`src/rtl/buffer_qsize_pingpong_ctrl.sv`:
```
// Ping-pong controller for a two-bank QSIZE buffer RAM: the producer fills one half
// while the consumer reads the other; banks swap when filled / released.

package buffer_qsize_pkg;
  localparam int BUFFER_READ_LATENCY = 2;
  localparam int QSIZE = 16;
endpackage

module buffer_qsize_pingpong_ctrl
  import buffer_qsize_pkg::*;
#(
  parameter int DEPTH        = 512,
  parameter int READ_LATENCY = BUFFER_READ_LATENCY,
  parameter int WIDTH        = QSIZE,
  localparam int DEPTHAD     = $clog2(DEPTH),
  localparam int BLOCK_LEN   = DEPTH / 2,
  localparam int OFFAD       = $clog2(BLOCK_LEN)
) (
  input  logic               clk,
  input  logic               rst,
  input  logic               wr_valid,
  input  logic [WIDTH-1:0]   wr_data,
  output logic               wr_ready,
  input  logic               rd_req,
  input  logic [OFFAD-1:0]   rd_offset,
  input  logic               rd_done,
  output logic               rd_bank_ready,
  output logic [WIDTH-1:0]   rd_data,
  output logic               rd_data_valid,
  output logic [DEPTHAD-1:0] ram_waddr,
  output logic               ram_wren,
  output logic [WIDTH-1:0]   ram_wdata,
  output logic [DEPTHAD-1:0] ram_raddr,
  input  logic [WIDTH-1:0]   ram_rdata,
  output logic [1:0]         full_count,
  output logic               err_underrun
);

  logic [1:0]            full_reg;
  logic [1:0]            full_next;
  logic                  wb_reg;
  logic [OFFAD-1:0]      wo_reg;
  logic                  rb_reg;
  logic [READ_LATENCY:0] vld_sr_reg;
  logic [1:0]            full_count_reg;
  logic                  ram_wren_reg;
  logic [DEPTHAD-1:0]    ram_waddr_reg;
  logic [WIDTH-1:0]      ram_wdata_reg;
  logic [DEPTHAD-1:0]    ram_raddr_reg;
  logic                  err_reg;

  logic wr_accept;
  logic bank_done;
  logic rd_accept;
  logic rd_release;

  assign wr_ready      = !rst && !full_reg[wb_reg];
  assign rd_bank_ready = full_reg[rb_reg];
  assign wr_accept     = wr_valid && wr_ready;
  assign bank_done     = wr_accept && (wo_reg == OFFAD'(BLOCK_LEN - 1));
  assign rd_accept     = rd_req && rd_bank_ready;
  assign rd_release    = rd_done && rd_bank_ready;

  // Fill and release always target different banks, so both updates can apply at once.
  always_comb begin
    full_next = full_reg;
    if (bank_done)  full_next[wb_reg] = 1'b1;
    if (rd_release) full_next[rb_reg] = 1'b0;
  end

  always_ff @(posedge clk) begin
    if (rst) begin
      full_reg       <= '0;
      full_count_reg <= '0;
      wb_reg         <= 1'b0;
      wo_reg         <= '0;
      rb_reg         <= 1'b0;
      vld_sr_reg     <= '0;
      ram_wren_reg   <= 1'b0;
      ram_waddr_reg  <= '0;
      ram_wdata_reg  <= '0;
      ram_raddr_reg  <= '0;
      err_reg        <= 1'b0;
    end else begin
      full_reg       <= full_next;
      full_count_reg <= {1'b0, full_next[0]} + {1'b0, full_next[1]};
      ram_wren_reg   <= wr_accept;
      if (wr_accept) begin
        ram_waddr_reg <= {wb_reg, wo_reg};
        ram_wdata_reg <= wr_data;
        wo_reg        <= bank_done ? '0 : wo_reg + 1'b1;
      end
      if (bank_done) wb_reg <= ~wb_reg;
      // The read is captured against the old rb before a same-cycle release flips it.
      if (rd_accept) ram_raddr_reg <= {rb_reg, rd_offset};
      if (rd_release) rb_reg <= ~rb_reg;
      vld_sr_reg <= {vld_sr_reg[READ_LATENCY-1:0], rd_accept};
      if ((rd_req || rd_done) && !rd_bank_ready) err_reg <= 1'b1;
    end
  end

  assign ram_wren      = ram_wren_reg;
  assign ram_waddr     = ram_waddr_reg;
  assign ram_wdata     = ram_wdata_reg;
  assign ram_raddr     = ram_raddr_reg;
  assign rd_data       = ram_rdata;
  assign rd_data_valid = vld_sr_reg[READ_LATENCY];
  assign full_count    = full_count_reg;
  assign err_underrun  = err_reg;

endmodule
```
`config.mk`:
```
export PLATFORM = sky130hd
export DESIGN_NAME = buffer_qsize_pingpong_ctrl
export DESIGN_NICKNAME = d
export VERILOG_FILES = /design/src/rtl/buffer_qsize_pingpong_ctrl.sv
export SDC_FILE = /design/constraint.sdc
export NUM_CORES = 1
export LEC_CHECK = 0
export ABC_AREA = 0
export CORE_ASPECT_RATIO = 0.75
export CORE_MARGIN = 1
export CORE_UTILIZATION = 42
export CTS_BUF_LIST = sky130_fd_sc_hd__clkbuf_4 sky130_fd_sc_hd__clkbuf_8
export DETAILED_ROUTE_END_ITERATION = 10
export PLACE_DENSITY = 0.83
export SYNTH_ARGS = -nofsm -noshare
export SYNTH_HDL_FRONTEND = slang
export SYNTH_SLANG_ARGS = --single-unit
```
`constraint.sdc`:
```
create_clock -name clk -period 2 [get_ports clk]
set_input_delay 0.5 -clock clk [delete_from_list [all_inputs] [get_ports clk]]
set_output_delay 0.5 -clock clk [all_outputs]
set_load 0.1 [all_outputs]
```
# --- Yosys cells after proc, flatten, opt, wreduce, memory -nomap -nowiden ---
# Index checks and enable logic that the tools add are counted.
op_classes:
  eq_ne: 1
  bitwise: 5
  n_addsub: 2
  mux: 11
  n_reduce_logical: 12
  n_shift: 0
  n_mul: 0
  magnitude_cmp: 4
  n_div: 0
op_table:
  columns: ["operator", "count"]
  rows:
  - ["8-bit by 1-bit adder with 8-bit output (second input constant)", 1]
  - ["8-bit == test (second input constant)", 1]
  - ["1-bit logical AND", 8]
  - ["8-bit 2-to-1 mux", 1]
  - ["1-bit 2-to-1 mux", 6]
  - ["1-bit by 2-bit < comparator with 1-bit output (second input constant)", 2]
  - ["2-bit 2-to-1 mux", 2]
  - ["1-bit zero test", 3]
  - ["1-bit by 1-bit adder with 2-bit output", 1]
  - ["2-bit AND", 1]
  - ["1-bit demux with 1-bit select", 2]
  - ["1-bit >= comparator (second input constant)", 2]
  - ["1-bit NOT", 2]
  - ["2-bit NOT", 1]
  - ["2-bit bitwise OR", 1]
  - ["1-bit logical OR", 1]
totals:
  mem_bits_ro: 0
  input_bits: 45
  elab_cells: 46
  mem_count: 0
  out_inout_bits: 57
  ff_bits: 53
  latch_bits: 0
  ram_bits: 0

# --- Logic depth before layout (Yosys ltp) ---
logic_depth:
  depth_word: 10
  mapped_depth: 7
  ltp_nobuf: 7

# --- Worst setup path after synthesis ---
# No wires, ideal clock.
synth_path:
  path_type: "in2out"
  startpoint: "input rst"
  endpoint: "output wr_ready"
  t_required_ps: 1500
  cell_stages: 3
  setup_slack_ps: -627
  path_buffers: 2
  t_arrival_ps: 2127
  cell_sequence: "clkbuf_4 -> clkbuf_1 -> nor2_1"
synth_between:
  elab_chain_cells: 2
synth_rtl:
  columns: ["element", "line_no", "source"]
  rows:
  - ["start: declaration", "20", "input logic rst,"]
  - ["1-bit zero test", "57", "assign wr_ready = !rst && !full_reg[wb_reg];"]
  - ["1-bit logical AND", "57", null]
  - ["end: declaration", "23", "output logic wr_ready,"]
# Every way passes these cells.

# --- Final worst setup path ---
layout_path:
  startpoint: "register wb_reg"
  endpoint: "output wr_ready"
layout_between:
  elab_chain_cells: 4
layout_rtl:
  columns: ["element", "line_no", "source"]
  rows:
  - ["start: declaration", "41", "logic wb_reg;"]
  - ["start signal: assignment", "93", "if (bank_done) wb_reg <= ~wb_reg;"]
  - ["1-bit 2-to-1 mux (not written as such) (2 in a row)", "57", null]
  - ["1-bit zero test", "57", null]
  - ["1-bit logical AND", "57", null]
# Every way passes these cells. The select of a mux whose other input is x is not followed.

==> results by group <==
Critical path
  – Critical Path Fanout Max: 6
  – CP endpoint kind: primary output
  – R2R depth: 7
  – Critical path arrival: approximately 1.4 ns
  – CP startpoint kind: flop
  – Crit path kind: reg2out
  – WP data required: approximately 1.5 ns

Die
  – Die X-Extent: approximately 84 um
  – Core Area: roughly 0.0049 sq mm
  – FP Rows: 22
  – Starting Density: 0.436
  – Die ar.: between 0.005 and 0.006 sq mm
  – # IOs: approximately 100
  – Die Ht: 63.6 um

Synthesis
  – Ys flop type: dfxtp_1
  – Mapped Nets: 302
  – Top post-synthesis cells by area: dfxtp_1 50%, nand2_1 11%, a21oi_1 9.4%
  – Post-synth top area share: 0.499
  – Multiplexer area fraction after synthesis: 0.0153
  – Yosys warns: 0
  – Register area share after synthesis: 0.499
  – Post-Syn Area: 0.00212 sq mm
  – Post-synthesis instance total: 255
  – FF+latch count, synth: 53
  – Ys async rst share: 0
  – Netlist cell types: 42
  – Synthesized area per cell: about 8.3 sq um
  – Number of enable flip-flop cells after synthesis: 0
  – Largest family of logic cells by synthesized area: simple AND/OR/NAND/NOR gates
  – Commonest cells in the netlist: 65 x nand2_1, 53 x dfxtp_1, 40 x a21oi_1
  – Synth Area in Simple Gates: 0.221
  – Most common cell in the netlist: nand2_1
  – Synth Area in Compound Gates: 0.145
  – Post-synth top area cell: dfxtp_1
  – Adder-Cell Fraction of Synth Area: 0.0118
  – Post-Synth XOR/XNOR Area: 0.00824

Timing
  – F_max: roughly 520 MHz
  – Hold slack: ~0.46 ns
  – Setup_tns: 0 ns
  – Tightest Pin Transition: 0.289 ns
  – Final setup viols: 0
  – Final slew viol count: 0
  – Final Hold Viols: 0
  – Worst Skew: approximately 0.0086 ns
  – RSZ-0062 raised after global routing: false
  – Min cycle time layout: between 1.5 and 2 ns
  – Worst relative slew slack: 0.807
  – Fin crit share: 0.955
  – Worst setup margin: 0.0907 ns

Outcome
  – Failing checks: DRC
  – Run status: finished with violations

Power
  – Power Dens Cells: a little over 700 mW/mm^2
  – Leakage: about 1.2 nW
  – Peak supply drop: approximately 0.28 mV

Clock tree
  – Post-cts resize count: 0
  – Worst-Skew Late Latency: 0.30 ns
  – Clock slew at reported path FFs: around 0.1 ns
  – TritonCTS clock tree: built
  – H-tree levels: 2
  – Num CTS Buffers: 5
  – Root buffer cell: clkbuf_8
  – CTS max path bufs: 2
  – Clk sinks: 53
  – Post CTS Setup Buffer Count: 0
  – CTS Hold Bufs: 0

Placed design
  – IO buf count: around 70
  – Final GP Congestion: a little under 0.8
  – DP HPWL: 3.11 mm
  – Dpl ws: -0.000247 ns
  – Post-Place Cells: between 300 and 400

Global routing
  – Initial antenna violation count: 0
  – GR Util All Layers: 0.172
  – Largest net degree at the start of global routing: 33
  – First-pass GRT wire length: between 7 and 8 mm
  – Number of global-route vias before repair: around 1,700
  – Grt total ovfl: 0

Finish
  – Total Nets Final: roughly 360
  – Antenna Cells: 0
  – Layout cells sized above 1: 0.223
  – Final Non-Filler Cells: 370
  – Fillers: around 420
  – Multi-input gate area: between 800 and 900 sq um
  – Largest register FFs: 16
  – Syn-to-layout area delta: 36.9%
  – FF/Latch Area: 0.00106 sq mm

Routing
  – Antenna Nets Post-Route: 0
  – Initial drt markers: 73
  – Via Count: ~1,800
  – DR WL/cell: 11.8 um
  – DRC: 18
  – Drt first pass iters: 7
  – Vias/cell: just under 5
  – Wirelength, routed: 4.38 mm

Hold path
  – Hold Path Stages: 1
  – Worst Hold Class: reg2reg

Flow run
  – Total of max-cap violations: 0
[report_power, final]
| group | internal (mW) | leakage (nW) | switching (mW) | total, mW |
|---|---|---|---|---|
| combinational | 0.105 | 0.663 | 0.209 | 0.314 |
| clock | 0.375 | 0.0585 | 0.337 | 0.712 |
| sequential | 1.07 | 0.430 | 0.0125 | 1.09 |
[kinds of logic after synthesis]
kind of cell    count (synthesis)
simple gates                  106
compound gates                 55
flops                          53
buf+inv                        34
mux                             3
xor+xnor                        2
fa+ha+maj                       2
[per-layer routing]
layer	share of wire	global-route usage
met5	0	0
met1	0.48	0.219
met4	0.015	0.0668
met3	0.054	0.0564
met2	0.45	0.273
[placed cells by master, fill, tap and decap left out, types with 2 or more instances in the layout]
| master | count |
|---|---|
| nand2_1 | 65 |
| o21ai_0 | 2 |
| nor2_1 | 11 |
| xnor2_1 | 2 |
| clkbuf_8 | 5 |
| mux2_2 | 2 |
| a21o_1 | 2 |
| o31ai_1 | 2 |
| nor2b_1 | 5 |
| nor3_1 | 3 |
| clkdlybuf4s50_1 | 27 |
| inv_1 | 2 |
| a21oi_1 | 40 |
| nand3_1 | 11 |
| ha_1 | 2 |
| buf_4 | 38 |
| buf_12 | 11 |
| dfxtp_1 | 52 |
[through the flow]
step,power (mW),util,area (sq um)
after floorplan,1.47,-,2130
after global placement,1.42,0.573,2790
after detailed placement,1.43,0.573,2790
after CTS,2.14,0.597,2910
after global routing,2.21,0.597,2910
final,2.11,0.597,2910
[worst paths after layout]
check	start	end	slack [ns]
worst max-delay path	wb_reg	wr_ready	0.09
worst min register to register	vld_sr_reg[0]	vld_sr_reg[1]	0.46
worst min-delay path	vld_sr_reg[0]	vld_sr_reg[1]	0.46
worst max register to register	wo_reg[0]	full_count[0]	0.32
[critical path, stage by stage (launching register included)]
cell and delay, ns:
dfxtp_2 0.40, mux2_2 0.41, nor2_4 0.12, buf_12 0.18
[cell type report]
class | instances | area share
multi-input combinational | 168 | 0.296
tap | 60 | 0.0258
inverter | 4 | 0.00559
clock inverter | 3 | 0.0151
sequential | 53 | 0.365
timing repair buffer | 77 | 0.269
clock buffer | 5 | 0.0237
Power figures use the tool's default switching activity.
